==> config.mk <==
export PLATFORM = sky130hd
export DESIGN_NAME = inst_fetch
export DESIGN_NICKNAME = d
export VERILOG_FILES = /design/src/rtl/inst_fetch_pkg.sv /design/src/rtl/pc_next_calc.sv /design/src/rtl/inst_fetch.sv
export SDC_FILE = /design/constraint.sdc
export NUM_CORES = 1
export LEC_CHECK = 0
export BUFFER_PORTS_ARGS = -buffer_cell sky130_fd_sc_hd__buf_2
export CAP_MARGIN = 20
export CORE_UTILIZATION = 45
export DETAILED_ROUTE_END_ITERATION = 8
export GPL_TIMING_DRIVEN = 0
export PLACE_DENSITY_LB_ADDON = 0.12
export SLEW_MARGIN = 10
export SYNTH_ARGS = -nofsm -noshare
export SYNTH_HDL_FRONTEND = slang
export SYNTH_SLANG_ARGS = --single-unit
==> constraint.sdc <==
create_clock -name clk -period 5 [get_ports clk]
set_input_delay 1 -clock clk [delete_from_list [all_inputs] [get_ports clk]]
set_output_delay 1 -clock clk [all_outputs]
set_load 0.01 [all_outputs]
==> src/rtl/inst_fetch_pkg.sv <==
// Shared definitions for the instruction fetch stage: FSM encoding,
// opcode constants, NOP word, reset PC default and offset helper.
package inst_fetch_pkg;

    typedef enum logic [1:0] {
        FETCH   = 2'd0,
        STALLED = 2'd1,
        HALTED  = 2'd2
    } fetch_state_t;

    localparam logic [5:0]  OPC_BEQ          = 6'd4;
    localparam logic [5:0]  OPC_J            = 6'd2;
    localparam logic [5:0]  OPC_HALT         = 6'h3f;
    localparam logic [31:0] NOP_WORD         = 32'h0000_0000;
    localparam logic [31:0] RESET_PC_DEFAULT = 32'h0000_0000;

    // Word offset to byte displacement: sign-extend and scale by 4.
    function automatic logic [31:0] word_disp(input logic [15:0] off);
        return {{14{off[15]}}, off, 2'b00};
    endfunction

endpackage

==> src/rtl/pc_next_calc.sv <==
// Next-PC selection: halt > jump > taken branch > sequential.
// Purely combinational; the caller decides when the result is used.
module pc_next_calc
    import inst_fetch_pkg::*;
(
    input  logic [31:0] i_pc,
    input  logic [31:0] i_pc_plus4,
    input  logic        i_en,
    input  logic        i_halt,
    input  logic        i_jump,
    input  logic [25:0] i_jump_immediate,
    input  logic        i_branch_taken,
    input  logic [15:0] i_branch_offset,
    output logic [31:0] o_next_pc,
    output logic        o_redirect,
    output logic        o_halt
);

    logic [31:0] w_seq_pc;
    logic [31:0] w_jump_target;
    logic [31:0] w_branch_target;

    // Targets are relative to the presented instruction (pc_plus4), not the fetch PC.
    assign w_seq_pc        = i_pc + 32'd4;
    assign w_jump_target   = {i_pc_plus4[31:28], i_jump_immediate, 2'b00};
    assign w_branch_target = i_pc_plus4 + word_disp(i_branch_offset);

    // Priority mux over the redirect sources.
    always_comb begin
        o_next_pc  = w_seq_pc;
        o_redirect = 1'b0;
        o_halt     = 1'b0;
        if (i_en) begin
            if (i_halt) begin
                o_halt    = 1'b1;
                o_next_pc = i_pc;
            end else if (i_jump) begin
                o_redirect = 1'b1;
                o_next_pc  = w_jump_target;
            end else if (i_branch_taken) begin
                o_redirect = 1'b1;
                o_next_pc  = w_branch_target;
            end
        end
    end

endmodule

==> src/rtl/inst_fetch.sv <==
// Instruction fetch stage: issues word fetches, registers the returned
// instruction for decode, and applies halt/jump/branch redirects.
module inst_fetch
    import inst_fetch_pkg::*;
#(
    parameter logic [31:0] RESET_PC = RESET_PC_DEFAULT
)(
    input  logic        clk,
    input  logic        rst,
    output logic        imem_req,
    output logic [31:0] imem_addr,
    input  logic        imem_ready,
    input  logic [31:0] imem_rdata,
    input  logic        stall,
    input  logic        jump,
    input  logic [25:0] jump_immediate,
    input  logic        branch_taken,
    input  logic [15:0] branch_offset,
    input  logic        halt,
    output logic [31:0] instruction,
    output logic        inst_valid,
    output logic [31:0] pc_out,
    output logic [31:0] pc_plus4,
    output logic        halted
);

    // Force word alignment so imem_addr can never be misaligned.
    localparam logic [31:0] RESET_PC_ALIGNED = {RESET_PC[31:2], 2'b00};

    fetch_state_t r_state;
    fetch_state_t w_state_next;
    logic [31:0]  r_pc;
    logic [31:0]  r_instruction;
    logic         r_inst_valid;
    logic [31:0]  r_pc_out;
    logic         w_imem_req;
    logic         w_accept;
    logic         w_redirect_en;
    logic         w_redirect;
    logic         w_halt;
    logic [31:0]  w_next_pc;

    // Redirects only apply to a live instruction that decode is consuming.
    assign w_redirect_en = r_inst_valid && !stall && (r_state != HALTED);

    pc_next_calc u_pc_next_calc (
        .i_pc             (r_pc),
        .i_pc_plus4       (pc_plus4),
        .i_en             (w_redirect_en),
        .i_halt           (halt),
        .i_jump           (jump),
        .i_jump_immediate (jump_immediate),
        .i_branch_taken   (branch_taken),
        .i_branch_offset  (branch_offset),
        .o_next_pc        (w_next_pc),
        .o_redirect       (w_redirect),
        .o_halt           (w_halt)
    );

    // State register.
    always_ff @(posedge clk) begin
        if (rst) r_state <= FETCH;
        else     r_state <= w_state_next;
    end

    // Next state, request strobe and accept decision.
    always_comb begin
        w_state_next = r_state;
        w_imem_req   = 1'b0;
        w_accept     = 1'b0;
        case (r_state)
            FETCH: begin
                if (stall) begin
                    w_state_next = STALLED;
                end else begin
                    w_imem_req = 1'b1;
                    if (w_halt)
                        w_state_next = HALTED;
                    else if (!w_redirect && imem_ready)
                        w_accept = 1'b1;
                end
            end
            STALLED: begin
                if (!stall)
                    w_state_next = w_halt ? HALTED : FETCH;
            end
            HALTED: w_state_next = HALTED;
            default: w_state_next = FETCH;
        endcase
        if (rst) w_imem_req = 1'b0;
    end

    // PC and instruction registers; a redirect drops whatever memory returned.
    always_ff @(posedge clk) begin
        if (rst) begin
            r_pc          <= RESET_PC_ALIGNED;
            r_instruction <= NOP_WORD;
            r_inst_valid  <= 1'b0;
            r_pc_out      <= RESET_PC_ALIGNED;
        end else if (w_redirect) begin
            r_pc         <= w_next_pc;
            r_inst_valid <= 1'b0;
        end else if (w_halt) begin
            r_inst_valid <= 1'b0;
        end else if (w_accept) begin
            r_instruction <= imem_rdata;
            r_pc_out      <= r_pc;
            r_inst_valid  <= 1'b1;
            r_pc          <= w_next_pc;
        end
    end

    assign imem_req    = w_imem_req;
    assign imem_addr   = r_pc;
    assign instruction = r_instruction;
    assign inst_valid  = r_inst_valid;
    assign pc_out      = r_pc_out;
    assign pc_plus4    = r_pc_out + 32'd4;
    assign halted      = (r_state == HALTED);

endmodule

==> flow_summary.ini, run 1 <==
[synthesis]
synthAdderAreaFrac_pct = 7.06
synth_xor_area_share_pct = 7.21
postSynthCellCount = 899
netlist-cell-type-count = 75
synth_top_area_share_pct = 29.8
ys_ff_latch = 99
yosysSeqAreaShare_pct = 29.8
synthMuxAreaShare_pct = 0.601
synthSimpleGateAreaFrac_pct = 24.1
syn_area_um2 = 6660
syn_avg_cell_area_um2 = 7.41
synth-edff-count = 0
synth_nets = 1017
yosysTopAreaCell = dfxtp_1
async_flop_share_pct = 0
synth_area_leaders = dfxtp_1 30%, nand2_1 10%, a21oi_1 9.8%, ha_1 6.8%, xnor2_1 4.3%
synth_top_family_by_area = compound AO/OA/AOI/OAI gates
yosys_warnings = 0
synth_compound_area_share_pct = 27.2
synth_flop_cell = dfxtp_1

[route]
drc = 0
vias_per_cell = 5.72
num_vias = 7491
final_antenna_net_count = 0
wl_um = 22600
wl_per_cell_um = 17.3
drt_pass1_iterations = 5
drt_iter0_drc = 609

[run_status]
status = finished, final reports clean

[timing]
fin_setup_tns_ns = 0
min_period_over_period_pct = 92.0
hold_viol_final = 0
holdWs_ns = 0.452
worst_pin_slew_ns = 0.724
setup_ws_ns = 0.400
slew_violations = 0
rsz0062_at_grt = no
finClkSkew_ns = 0.0151
finalCriticalPeriod_ns = 4.60
max_freq_mhz = 217
setup_viol = 0
slew_headroom_pct = 51.6

[pwr]
design_power_total_mw = 1.93
intPower_mw = 1.35
peakVddDrop_uv = 255
netSwitchingFraction_pct = 30.2
netSwitchingPower_uw = 583
p_clk_share_pct = 39.0
sequentialPowerShare_pct = 43.8
p_comb_share_pct = 17.3
power.density_nw_per_um2 = 234
power.leakage_nw = 3.78

[grt]
antenna_found_initial = 1
gr-usage-all-layers_pct = 29.2
overflow = 0
grt_max_degree = 21
grt_pass1_wl_um = 34300
grt_pass1_vias = 6513

[cts]
cts_max_path_buffers = 2
cts_sinks = 99
cts_buffers = 9
cts_setup_buffers = 0
ctsHoldBuffers = 0
insertion_delay_ns = 0.36
tritoncts = built
cts-root-buf = clkbuf_16
htreeDepth = 3
cts-resized-gates = 0
clkTransAtPathRegs_ns = 0.07

[die]
dieArea_um2 = 15300
design.core.area_um2 = 14500
dieHeight_um = 124
die_w_um = 124
start_util_pct = 46.0
floorplan.rows = 44
num_io_pins = 212

[finish]
fillCellCount = 1487
fin_util_pct = 57.1
antenna_cells = 0
final_cells = 1309
layout_common_cells = 219 x buf_2, 183 x nand2_1, 131 x a21oi_1, 99 x dfxtp_1, 54 x nor2_1
final_common_cell = buf_2
final_area_um2 = 8260
areaGrowthSynthToFinish_pct = 24.1
num-nets-final = 1238
drive_gt1_share_pct = 23.6

[placed_design]
dp.cells = 1293
pre_cts_ws_ns = 0.455
gp_congestion = 0.902
port_buffers = 210
place_area_um2 = 7940
place_hpwl_um = 17200

[critical_path]
r2r-end = imem_addr[31]
crit_type = reg2reg
cp_data_required_time_ns = 5.28
start_kind = flop
ff2ff_setup_slack_ns = 0.40
reg2reg_from = pc_out[2]
cp-end-kind = flop
worst-r2r-cell-count = 17
critPathMaxFanout = 8
crit_arrival_ns = 4.88

[worst_hold_path]
hold_depth = 2
hp-start = instruction[24]
hold_class = reg2reg
worstHoldEndpoint = instruction[24]

[job]
drv_cap = 0
-- critical path: stages (launching register included) --
cell	delay (ns)
dfxtp_1	0.44
ha_1	0.22
nand3_1	0.23
nor3_2	0.59
and2_1	0.31
and3_1	0.27
nand2_1	0.09
xnor2_1	0.15
ha_1	0.28
clkbuf_1	0.29
nand4_1	0.23
or2_2	0.34
o22ai_1	0.18
a31oi_2	0.10
a31oi_1	0.29
xor2_1	0.19
nor3_1	0.07
o32ai_2	0.25
-- routing by layer --
metal / up-vias / track usage [%] / share of wire [%]
li1: 3673 / - / -
met1: 3465 / 39.7 / 45
met2: 317 / 45.4 / 45
met3: 36 / 6.73 / 8.1
met4: 0 / 9.49 / 2.2
met5: - / 0 / 0
-- power by group through the flow --
stage	sequential [mW]	clock [mW]	combinational, mW
floorplan	0.868	0	0.181
global placement	0.862	0	0.328
detailed placement	0.863	0	0.329
CTS	0.844	0.765	0.331
global route	0.849	0.792	0.368
finish	0.845	0.753	0.334
-- Yosys cell counts (all sizes together), types with 3 or more instances --
cell and n:
a211oi 13, a21o 23, a21oi 131, a221oi 5
a311oi 4, a31oi 8, and2 7, and3 11
and4 7, buf 13, clkbuf 35, dfxtp 99
ha 36, inv 19, mux2i 4, nand2 184
nand2b 5, nand3 28, nand4 19, nor2 56
nor3 15, o2111ai 5, o21a 3, o21ai 58
o21bai 3, o221a 4, o22ai 7, xnor2 33
xor2 21
-- kinds of logic after synthesis --
logic type,Yosys count
AO/OA/AOI/OAI,290
XOR/XNOR,54
adder cells (fa/ha/maj),37
buffers and inverters,67
flip-flops,99
multiplexers,4
AND/OR/NAND/NOR,348
-- final cells by class --
cell class                      count  area [µm²]  share of cell area, %
Multi-Input combinational cell    733        4410                   53.4
Sequential cell                    99        1980                   24.0
Timing Repair Buffer              210        1050                   12.7
Clock buffer                       10         239                   2.89
Tap cell                          184         230                   2.79
Buffer                             48         199                   2.41
Clock inverter                      6        82.6                  0.999
Inverter                           19        71.3                  0.863
-- flip-flops by register name, summed over array words and instances (netlist names) --
| name | cells |
|---|---|
| pc_out | 32 |
| instruction | 32 |
| inst_valid | 1 |
| r_state | 2 |
| imem_addr | 32 |
-- how the worst max path moves through the flow --
stage               slack (ns)      start            end  depth (start not counted)
floorplan                 1.26  pc_out[2]  imem_addr[31]                         17
global placement          0.45  pc_out[2]  imem_addr[31]                         17
detailed placement        0.45  pc_out[2]  imem_addr[31]                         17
CTS                       0.42  pc_out[2]  imem_addr[31]                         17
global route              0.03  pc_out[2]  imem_addr[31]                         17
finish                    0.40  pc_out[2]  imem_addr[31]                         17
Power figures use the tool's default switching activity.
==> run 2, diff against run 1 <==
--- a/config.mk
+++ b/config.mk
@@ -7,7 +7,7 @@
 export LEC_CHECK = 0
 export BUFFER_PORTS_ARGS = -buffer_cell sky130_fd_sc_hd__buf_2
 export CAP_MARGIN = 20
-export CORE_UTILIZATION = 45
+export CORE_UTILIZATION = 52
 export DETAILED_ROUTE_END_ITERATION = 8
 export GPL_TIMING_DRIVEN = 0
 export PLACE_DENSITY_LB_ADDON = 0.12
==> flow_summary.ini, run 2 (synthesis results as in run 1) <==
[cts]
clkTransAtPathRegs_ns = 0.07
cts_max_path_buffers = 2
tritoncts = built
ctsHoldBuffers = 0
cts_setup_buffers = 0
htreeDepth = 3
cts_sinks = 99
cts-resized-gates = 0
insertion_delay_ns = 0.36
cts_buffers = 9
cts-root-buf = clkbuf_16

[die]
num_io_pins = 212
design.core.area_um2 = 12300
dieHeight_um = 115
start_util_pct = 54.3
floorplan.rows = 40
dieArea_um2 = 13300
die_w_um = 115

[critical_path]
cp-end-kind = flop
start_kind = flop
crit_type = reg2reg
critPathMaxFanout = 8
cp_data_required_time_ns = 5.28
crit_arrival_ns = 4.77

[finish]
fillCellCount = 1179
areaGrowthSynthToFinish_pct = 23.5
drive_gt1_share_pct = 23.5
layout_common_cells = 219 x buf_2, 183 x nand2_1, 131 x a21oi_1, 99 x dfxtp_1, 54 x nor2_1
fin_util_pct = 67.1
num-nets-final = 1238
final_common_cell = buf_2
antenna_cells = 0

[pwr]
peakVddDrop_uv = 282
power.density_nw_per_um2 = 233
power.leakage_nw = 3.78

[route]
vias_per_cell = 5.90
final_antenna_net_count = 0
wl_um = 22100
drc = 0
drt_iter0_drc = 785
num_vias = 7633
drt_pass1_iterations = 5
wl_per_cell_um = 17.1

[timing]
rsz0062_at_grt = no
worst_pin_slew_ns = 0.742
hold_viol_final = 0
slew_headroom_pct = 50.6
slew_violations = 0
finClkSkew_ns = 0.00618
setup_viol = 0
max_freq_mhz = 223
fin_setup_tns_ns = 0
finalCriticalPeriod_ns = 4.49
min_period_over_period_pct = 89.8

[run_status]
status = finished, final reports clean

[job]
drv_cap = 0

[grt]
antenna_found_initial = 0
gr-usage-all-layers_pct = 33.6
grt_pass1_vias = 6818
grt_max_degree = 21
overflow = 0
grt_pass1_wl_um = 34600

[placed_design]
port_buffers = 210
gp_congestion = 0.942
place_hpwl_um = 16600

[worst_hold_path]
hold_class = reg2reg
run 2: through the flow:
stage / hold WS, ns / cell area, µm² / cells / setup slack [ns] / total power [mW]
finish: 0.453 / 8220 / 1293 / 0.510 / 1.92
global route: 0.472 / 8220 / 1293 / 0.194 / 1.99
CTS: 0.456 / 8220 / 1293 / 0.485 / 1.92
detailed placement: 0.445 / 7920 / 1277 / 0.503 / 1.19
global placement: 0.438 / 7920 / 1277 / 0.561 / 1.19
floorplan: 0.478 / 6660 / 899 / 1.26 / 1.05
run 2: critical path, stage by stage (launching register included):
cell	delay, ns
dfxtp_1	0.44
ha_1	0.21
nand3_1	0.22
nor3_2	0.53
and2_1	0.29
and3_1	0.27
nand2_1	0.09
xnor2_1	0.16
ha_1	0.28
clkbuf_1	0.29
nand4_1	0.22
or2_2	0.34
o22ai_1	0.18
a31oi_2	0.10
a31oi_1	0.29
xor2_1	0.19
nor3_1	0.08
o32ai_2	0.25
run 2: final timing paths:
kind                                       from  cells after the start  slack (ns)               to
worst max-delay path                  pc_out[2]                     17        0.51    imem_addr[31]
worst min-delay path            instruction[18]                      2        0.45  instruction[18]
worst max register to register        pc_out[2]                     17        0.51    imem_addr[31]
worst min register to register  instruction[18]                      2        0.45  instruction[18]
run 2: power by group:
part,internal (mW),switching [mW]
Sequential,0.816,0.0274
Clock,0.396,0.345
Combinational,0.121,0.214
Total,1.33,0.586
run 2: area by class of cell:
type | instances | area (µm²) | area share (%)
buffer | 48 | 199 | 2.42
clock buffer | 10 | 229 | 2.78
clock inverter | 6 | 72.6 | 0.882
inverter | 19 | 71.3 | 0.867
multi-input combinational | 733 | 4410 | 53.6
sequential | 99 | 1980 | 24.1
tap | 168 | 210 | 2.56
timing repair buffer | 210 | 1050 | 12.8
run 2: metal layers:
layer / global-route usage (%) / wire length (µm) / vias up
li1: - / - / 3676
met1: 43.0 / 9360 / 3486
met2: 54.2 / 9910 / 406
met3: 8.86 / 2090 / 65
met4: 12.6 / 699 / 0
met5: 0 / 0 / -
